### src/rtl/dvi_tmds_encoder_pkg.sv
// Shared constants, pixel payload and helpers for the three-channel DVI TMDS encoder.
package dvi_tmds_encoder_pkg;

    localparam int unsigned SYM_W   = 10;
    localparam int unsigned DATA_W  = 8;
    localparam int unsigned COLOR_W = 4;
    localparam int unsigned QM_W    = DATA_W + 1;
    localparam int unsigned ONES_W  = 4;
    localparam int unsigned CNT_W   = 5;

    localparam logic [SYM_W-1:0] TOKEN_00 = 10'b1101010100;
    localparam logic [SYM_W-1:0] TOKEN_01 = 10'b0010101011;
    localparam logic [SYM_W-1:0] TOKEN_10 = 10'b0101010100;
    localparam logic [SYM_W-1:0] TOKEN_11 = 10'b1010101011;

    typedef struct packed {
        logic              de;
        logic              hsync;
        logic              vsync;
        logic [DATA_W-1:0] red;
        logic [DATA_W-1:0] green;
        logic [DATA_W-1:0] blue;
    } pixel_t;

    function automatic logic [ONES_W-1:0] count_ones(input logic [DATA_W-1:0] d);
        logic [ONES_W-1:0] sum;
        sum = '0;
        for (int i = 0; i < DATA_W; i++) begin
            sum = sum + ONES_W'(d[i]);
        end
        return sum;
    endfunction

    function automatic logic [SYM_W-1:0] ctrl_token(input logic c1, input logic c0);
        logic [SYM_W-1:0] tok;
        case ({c1, c0})
            2'b00:   tok = TOKEN_00;
            2'b01:   tok = TOKEN_01;
            2'b10:   tok = TOKEN_10;
            default: tok = TOKEN_11;
        endcase
        return tok;
    endfunction

endpackage

### src/rtl/dvi_tmds_encoder_channel.sv
// One TMDS lane: transition minimisation (stage 2) and DC balancing / control tokens (stage 3).
module tmds_channel
    import dvi_tmds_encoder_pkg::*;
(
    input  logic              clk,
    input  logic              reset,
    input  logic [DATA_W-1:0] data,
    input  logic              de,
    input  logic              c1,
    input  logic              c0,
    output logic [SYM_W-1:0]  symbol
);

    logic [ONES_W-1:0] n1_data;
    logic              use_xnor;
    logic [QM_W-1:0]   q_m_c;
    logic              acc;

    logic [QM_W-1:0]   q_m;
    logic [ONES_W-1:0] n1_q;
    logic [ONES_W-1:0] n0_q;
    logic              de_q;
    logic              c1_q;
    logic              c0_q;

    logic [CNT_W-1:0]        cnt;
    logic [CNT_W-1:0]        cnt_d;
    logic [SYM_W-1:0]        sym_d;
    logic signed [CNT_W:0]   cnt_ext;
    logic signed [CNT_W:0]   bal;
    logic signed [CNT_W:0]   cnt_sum;
    logic                    cnt_zero;
    logic                    cnt_neg;
    logic                    cnt_pos;

    // Stage 2 combinational: XOR/XNOR chain choosing whichever gives fewer transitions
    always_comb begin
        n1_data  = count_ones(data);
        use_xnor = (n1_data > 4'd4) || ((n1_data == 4'd4) && !data[0]);
        q_m_c    = '0;
        acc      = data[0];
        q_m_c[0] = data[0];
        for (int i = 1; i < DATA_W; i++) begin
            acc      = use_xnor ? ~(acc ^ data[i]) : (acc ^ data[i]);
            q_m_c[i] = acc;
        end
        q_m_c[QM_W-1] = ~use_xnor;
    end

    always_ff @(posedge clk) begin
        if (reset) begin
            q_m  <= '0;
            n1_q <= '0;
            n0_q <= '0;
            de_q <= 1'b0;
            c1_q <= 1'b0;
            c0_q <= 1'b0;
        end else begin
            q_m  <= q_m_c;
            n1_q <= count_ones(q_m_c[DATA_W-1:0]);
            n0_q <= ONES_W'(DATA_W) - count_ones(q_m_c[DATA_W-1:0]);
            de_q <= de;
            c1_q <= c1;
            c0_q <= c0;
        end
    end

    // Stage 3 combinational: running-disparity balance; blanking emits a token and clears cnt
    always_comb begin
        sym_d    = ctrl_token(c1_q, c0_q);
        cnt_d    = '0;
        cnt_ext  = {cnt[CNT_W-1], cnt};
        bal      = $signed({2'b00, n1_q}) - $signed({2'b00, n0_q});
        cnt_sum  = cnt_ext;
        cnt_zero = (cnt == '0);
        cnt_neg  = cnt[CNT_W-1];
        cnt_pos  = !cnt_neg && !cnt_zero;
        if (de_q) begin
            if (cnt_zero || (n1_q == n0_q)) begin
                sym_d   = {~q_m[QM_W-1], q_m[QM_W-1],
                           q_m[QM_W-1] ? q_m[DATA_W-1:0] : ~q_m[DATA_W-1:0]};
                cnt_sum = q_m[QM_W-1] ? (cnt_ext + bal) : (cnt_ext - bal);
            end else if ((cnt_pos && (n1_q > n0_q)) || (cnt_neg && (n0_q > n1_q))) begin
                sym_d   = {1'b1, q_m[QM_W-1], ~q_m[DATA_W-1:0]};
                cnt_sum = cnt_ext - bal + (q_m[QM_W-1] ? 6'sd2 : 6'sd0);
            end else begin
                sym_d   = {1'b0, q_m[QM_W-1], q_m[DATA_W-1:0]};
                cnt_sum = cnt_ext + bal - (q_m[QM_W-1] ? 6'sd0 : 6'sd2);
            end
            cnt_d = cnt_sum[CNT_W-1:0];
        end
    end

    always_ff @(posedge clk) begin
        if (reset) begin
            symbol <= TOKEN_00;
            cnt    <= '0;
        end else begin
            symbol <= sym_d;
            cnt    <= cnt_d;
        end
    end

endmodule

### src/rtl/dvi_tmds_encoder.sv
// DVI TMDS encoder: registers and expands 4-bit pixels, then drives three tmds_channel lanes.
module dvi_tmds_encoder
    import dvi_tmds_encoder_pkg::*;
(
    input  logic               clk,
    input  logic               reset,
    input  logic [COLOR_W-1:0] video_r,
    input  logic [COLOR_W-1:0] video_g,
    input  logic [COLOR_W-1:0] video_b,
    input  logic               video_de,
    input  logic               video_hsync,
    input  logic               video_vsync,
    output logic [SYM_W-1:0]   tmds_ch0,
    output logic [SYM_W-1:0]   tmds_ch1,
    output logic [SYM_W-1:0]   tmds_ch2
);

    pixel_t s1;

    // Stage 1: capture the pixel and replicate each nibble to full 8-bit range
    always_ff @(posedge clk) begin
        if (reset) begin
            s1 <= '0;
        end else begin
            s1.de    <= video_de;
            s1.hsync <= video_hsync;
            s1.vsync <= video_vsync;
            s1.red   <= {video_r, video_r};
            s1.green <= {video_g, video_g};
            s1.blue  <= {video_b, video_b};
        end
    end

    tmds_channel u_ch0 (
        .clk    (clk),
        .reset  (reset),
        .data   (s1.blue),
        .de     (s1.de),
        .c1     (s1.vsync),
        .c0     (s1.hsync),
        .symbol (tmds_ch0)
    );

    tmds_channel u_ch1 (
        .clk    (clk),
        .reset  (reset),
        .data   (s1.green),
        .de     (s1.de),
        .c1     (1'b0),
        .c0     (1'b0),
        .symbol (tmds_ch1)
    );

    tmds_channel u_ch2 (
        .clk    (clk),
        .reset  (reset),
        .data   (s1.red),
        .de     (s1.de),
        .c1     (1'b0),
        .c0     (1'b0),
        .symbol (tmds_ch2)
    );

endmodule

### config.mk
export PLATFORM = sky130hd
export DESIGN_NAME = dvi_tmds_encoder
export DESIGN_NICKNAME = d
export VERILOG_FILES = /design/src/rtl/dvi_tmds_encoder_pkg.sv /design/src/rtl/dvi_tmds_encoder_channel.sv /design/src/rtl/dvi_tmds_encoder.sv
export SDC_FILE = /design/constraint.sdc
export NUM_CORES = 1
export LEC_CHECK = 0
export CORE_ASPECT_RATIO = 1.5
export CORE_MARGIN = 3
export CORE_UTILIZATION = 40
export CTS_CLUSTER_SIZE = 10
export DETAILED_ROUTE_END_ITERATION = 7
export GPL_ROUTABILITY_DRIVEN = 1
export REMOVE_ABC_BUFFERS = 1
export SLEW_MARGIN = 10
export SYNTH_ARGS = -nofsm -noshare
export SYNTH_HDL_FRONTEND = slang
export SYNTH_HIERARCHICAL = 1
export SYNTH_SLANG_ARGS = --single-unit
### constraint.sdc
create_clock -name clk -period 8 [get_ports clk]
set_input_delay 0.8 -clock clk [delete_from_list [all_inputs] [get_ports clk]]
set_output_delay 0.8 -clock clk [all_outputs]
set_load 0.03 [all_outputs]
==> flow_summary_export.csv <==
group,metric,value,unit
place,gp_congestion,0.8383,
setup_path,crit_slowest_cell,"fa_1",
global_routing,antenna_found_initial,0,
die,die_height,172.3,um
yosys,synth_seq_area_share,30.94,%
setup_path,reg2regPathDepth,22,
detailed_routing,dr.pass1.iters,4,
sta,rsz0062_at_grt,"no",
detailed_routing,avgViaCountPerCell,5.006,
clock_network,cts_resized,0,
power,p_per_area,457.7,nW/um^2
yosys,netlist-cell-type-count,69,
yosys,netlist_area,7376,um^2
setup_path,r2r_start,"s1[12]$_SDFF_PP0_",
clock_network,post_cts_buffers,0,
clock_network,hold_buffers,0,
final_layout,drive_gt1_share,9.048,%
sta,whs,0.4341,ns
place,placement.cell_area,8043,um^2
setup_path,cp_slowest_stage_delay,0.56,ns
die,dieArea,20140,um^2
clock_network,clk_pin_slew,0.05,ns
yosys,muxShareOfSynthArea,2.561,%
sta,fin_crit_sh,83.95,%
power,comb_power_share,63.8,%
setup_path,rr_endpoint,"u_ch1/n0_q[3]$_SDFF_PP0_",
power,switching_share,43.80,%
setup_path,cp_top_family,"adder cells",
setup_path,crit_path_start_kind,"flip-flop",
die,start_util,40.94,%
sta,setup_viol,0,
min_path,min_to,"u_ch0/c1_q$_SDFF_PP0_",
sta,slew_viol_final,0,
final_layout,nets,952,
clock_network,numClockSinks,114,
setup_path,reg2reg_slack,1.28,ns
setup_path,path_max_fanout,4,
power,clkPwrFrac,17.9,%
global_routing,grt_pass1_wl,24.01,mm
yosys,synth-async-reset-ratio,0,%
yosys,syn_inst,774,
global_routing,grtUsageMet1,15.60,%
yosys,ys_seq_elements,114,
final_layout,design_area,8598,um^2
place,dp_hpwl,10.92,mm
global_routing,grt.busiest_layer,"met2",
setup_path,critical_path_class,"reg -> reg",
setup_path,crit_start,"s1[12]$_SDFF_PP0_",
die,rows,60,
final_layout,diodes,0,
detailed_routing,initialDrtViolationCount,195,
global_routing,grt_util_met3,3.746,%
detailed_routing,routed_wl,13.99,mm
die,fp.dieW,116.9,um
run_status,outcome,"finished clean",
power,seqPwrFrac,18.2,%
yosys,avgSynthCellArea,9.529,um^2
setup_path,critPathBufInv,4,
setup_path,cp_common_cell,"fa_1",
clock_network,tritoncts,"done",
die,ioPinCount,47,
sta,hold_viol,0,
sta,tightestPinTransition,0.6127,ns
sta,fmax,148.9,MHz
yosys,synth_area_leaders,"dfxtp_1 31%, ha_1 14%, fa_1 7.3%",
detailed_routing,drtAntennaViolNets,0,
detailed_routing,drc_errors,0,
detailed_routing,num_vias,5291,
sta,finalSetupTns,0,ns
final_layout,finish.utilization,47.72,%
yosys,synth_xor_area_share,11.20,%
yosys,synth_top_cell_by_area,"dfxtp_1",
yosys,synth_top_family_by_area,"adder cells",
global_routing,grt_overflow,0,
yosys,synth_enable_flop_cells,0,
min_path,hp-class,"reg -> reg",
yosys,synth_compound_area_share,13.23,%
sta,fin_crit,6.716,ns
global_routing,grtUsageMet2,28.36,%
clock_network,clk-insertion-delay-late,0.41,ns
power,leakage,3.891,nW
setup_path,cp_cell_sequence,"inv_1 > fa_1 > fa_1 > fa_1 > inv_1 > ha_1 > fa_1 > nor3b_1 > o21ai_0 > a21oi_1 > xor2_1 > fa_1 > fa_1 > inv_1 > fa_1 > ha_1 > inv_1 > fa_1 > nor2b_1 > o21ai_0 > a32oi_1 > nor2_1",
run,drv_cap,0,
power,internal-power,2.211,mW
die,core,18020,um^2
global_routing,grt_max_degree,56,
power,total_power,3.935,mW
power,p_switching,1.724,mW
yosys,yosysTopAreaCellShare,30.94,%
clock_network,clock_path_buffers,2,
final_layout,syn2layout_area_growth,16.57,%
sta,finClkSkew,0.005818,ns
clock_network,cts_buffers,17,
setup_path,crit_path_end_kind,"flip-flop",
yosys,synth_simple_gate_area_share,14.18,%
clock_network,h-tree-depth,4,
setup_path,required,8.28,ns
setup_path,worstPathArrival,6.99,ns
final_layout,nFillCells,1710,
place,port_buffers,46,
yosys,ys_warn_count,6,
detailed_routing,avgRoutedWirePerCell,13.23,um
sta,relSlewSlack,58.10,%
clock_network,clockRootBuffer,"clkbuf_16",
yosys,synth-main-ff-cell,"dfxtp_1",
global_routing,globalRouteTotalUtil,15.01,%
yosys,synthAdderAreaFrac,21.07,%
global_routing,grt_pass1_vias,5319,
min_path,min_from,"s1[24]$_SDFF_PP0_",
min_path,hold_depth,1,
power,ir_worst_vdd,177.4,uV
-- stage by stage --
step | setup slack, ns | instances
final | 1.284 | 1057
after global routing | 0.8421 | 1057
after floorplan | 1.666 | 761
after detailed placement | 1.276 | 1025
after CTS | 1.258 | 1057
after global placement | 1.407 | 1025
-- metal layers --
layer  part of all wire, %  up-vias
met2                    56       87
met5                     0        -
met3                   2.6       20
met1                    40     2513
li1                      -     2671
met4                   1.9        0
-- Yosys cell counts, drive strengths merged, types with 5 or more instances --
| cell type | number |
|---|---|
| a211oi | 7 |
| a21o | 14 |
| a21oi | 42 |
| a221oi | 6 |
| a32oi | 5 |
| and2b | 5 |
| and3 | 6 |
| buf | 5 |
| clkbuf | 11 |
| dfxtp | 114 |
| fa | 27 |
| ha | 81 |
| inv | 112 |
| mux2i | 13 |
| nand2 | 24 |
| nand2b | 9 |
| nand3 | 7 |
| nor2 | 57 |
| nor2b | 33 |
| nor3 | 13 |
| nor3b | 9 |
| nor4 | 9 |
| o211a | 6 |
| o211ai | 6 |
| o21ai | 16 |
| o21bai | 6 |
| or2 | 9 |
| or3 | 5 |
| xnor2 | 44 |
| xor2 | 36 |
-- registers in the layout, summed over array words and instances (netlist names), 9 cells and up --
| register | cells |
|---|---|
| s1 | 15 |
| u_ch0/q_m | 9 |
| u_ch0/symbol | 10 |
| u_ch1/q_m | 9 |
| u_ch1/symbol | 10 |
| u_ch2/q_m | 9 |
| u_ch2/symbol | 10 |
-- worst register-to-register path: cells and delay by family (launching register included) --
kind	cells	cell delay [ns]
AOI/OAI and AO/OA	4	0.85
xor gates and xnor gates	1	0.26
adders and majority gates	10	4.30
buffers and inverters	4	0.26
DFF	1	0.37
and+or+nand+nor	3	0.54
-- cell type report --
class                           count  area, um^2  share of cell area [%]
Timing Repair Buffer               47       462.9                   5.384
Multi-Input combinational cell    535        4606                   53.57
Sequential cell                   114        2282                   26.54
Tap cell                          217       271.5                   3.158
Clock buffer                       21       450.4                   5.239
Clock inverter                     11       105.1                   1.222
Inverter                          112       420.4                   4.889
-- cell usage in the layout (no fill, tap or decap), types with 9 or more instances in the layout --
cell             synthesis  layout
a21o_1                  14      14
a21oi_1                 41      41
clkbuf_16                0      17
clkdlybuf4s50_1          0      45
dfxtp_1                114     114
fa_1                    27      27
ha_1                    81      81
inv_1                  112     112
mux2i_1                 11      11
nand2_1                 22      22
nand2b_1                 9       9
nor2_1                  57      57
nor2b_1                 26      26
nor3_1                  13      13
nor3b_1                  9       9
o21ai_0                 13      13
xnor2_1                 37      37
xor2_1                  34      34
-- power groups by stage --
stage | Combinational [mW] | Clock [mW] | Sequential (mW)
2_1_floorplan | 2.03 | 0 | 0.742
3_3_place_gp | 2.49 | 0 | 0.728
3_5_place_dp | 2.52 | 0 | 0.729
4_1_cts | 2.53 | 0.729 | 0.718
5_1_grt | 2.88 | 0.748 | 0.728
6_report | 2.51 | 0.706 | 0.717
-- how the worst max path moves through the flow --
stage                                    end  slack [ns]  cells past startpoint
floorplan           u_ch0/n0_q[3]$_SDFF_PP0_        1.67                     23
global placement    u_ch2/n0_q[3]$_SDFF_PP0_        1.41                     23
detailed placement  u_ch0/n0_q[3]$_SDFF_PP0_        1.28                     23
CTS                 u_ch0/n0_q[3]$_SDFF_PP0_        1.26                     23
global route        u_ch0/n0_q[3]$_SDFF_PP0_        0.84                     23
finish              u_ch1/n0_q[3]$_SDFF_PP0_        1.28                     22
-- cells by family after synthesis --
logic type                 Yosys count
adders and majority gates          108
AOI/OAI and AO/OA                  134
buffers and inverters              128
muxes                               16
xor gates and xnor gates            82
DFF                                114
and+or+nand+nor                    191
other                                1
Note: power is estimated with default switching activity, not from simulation.
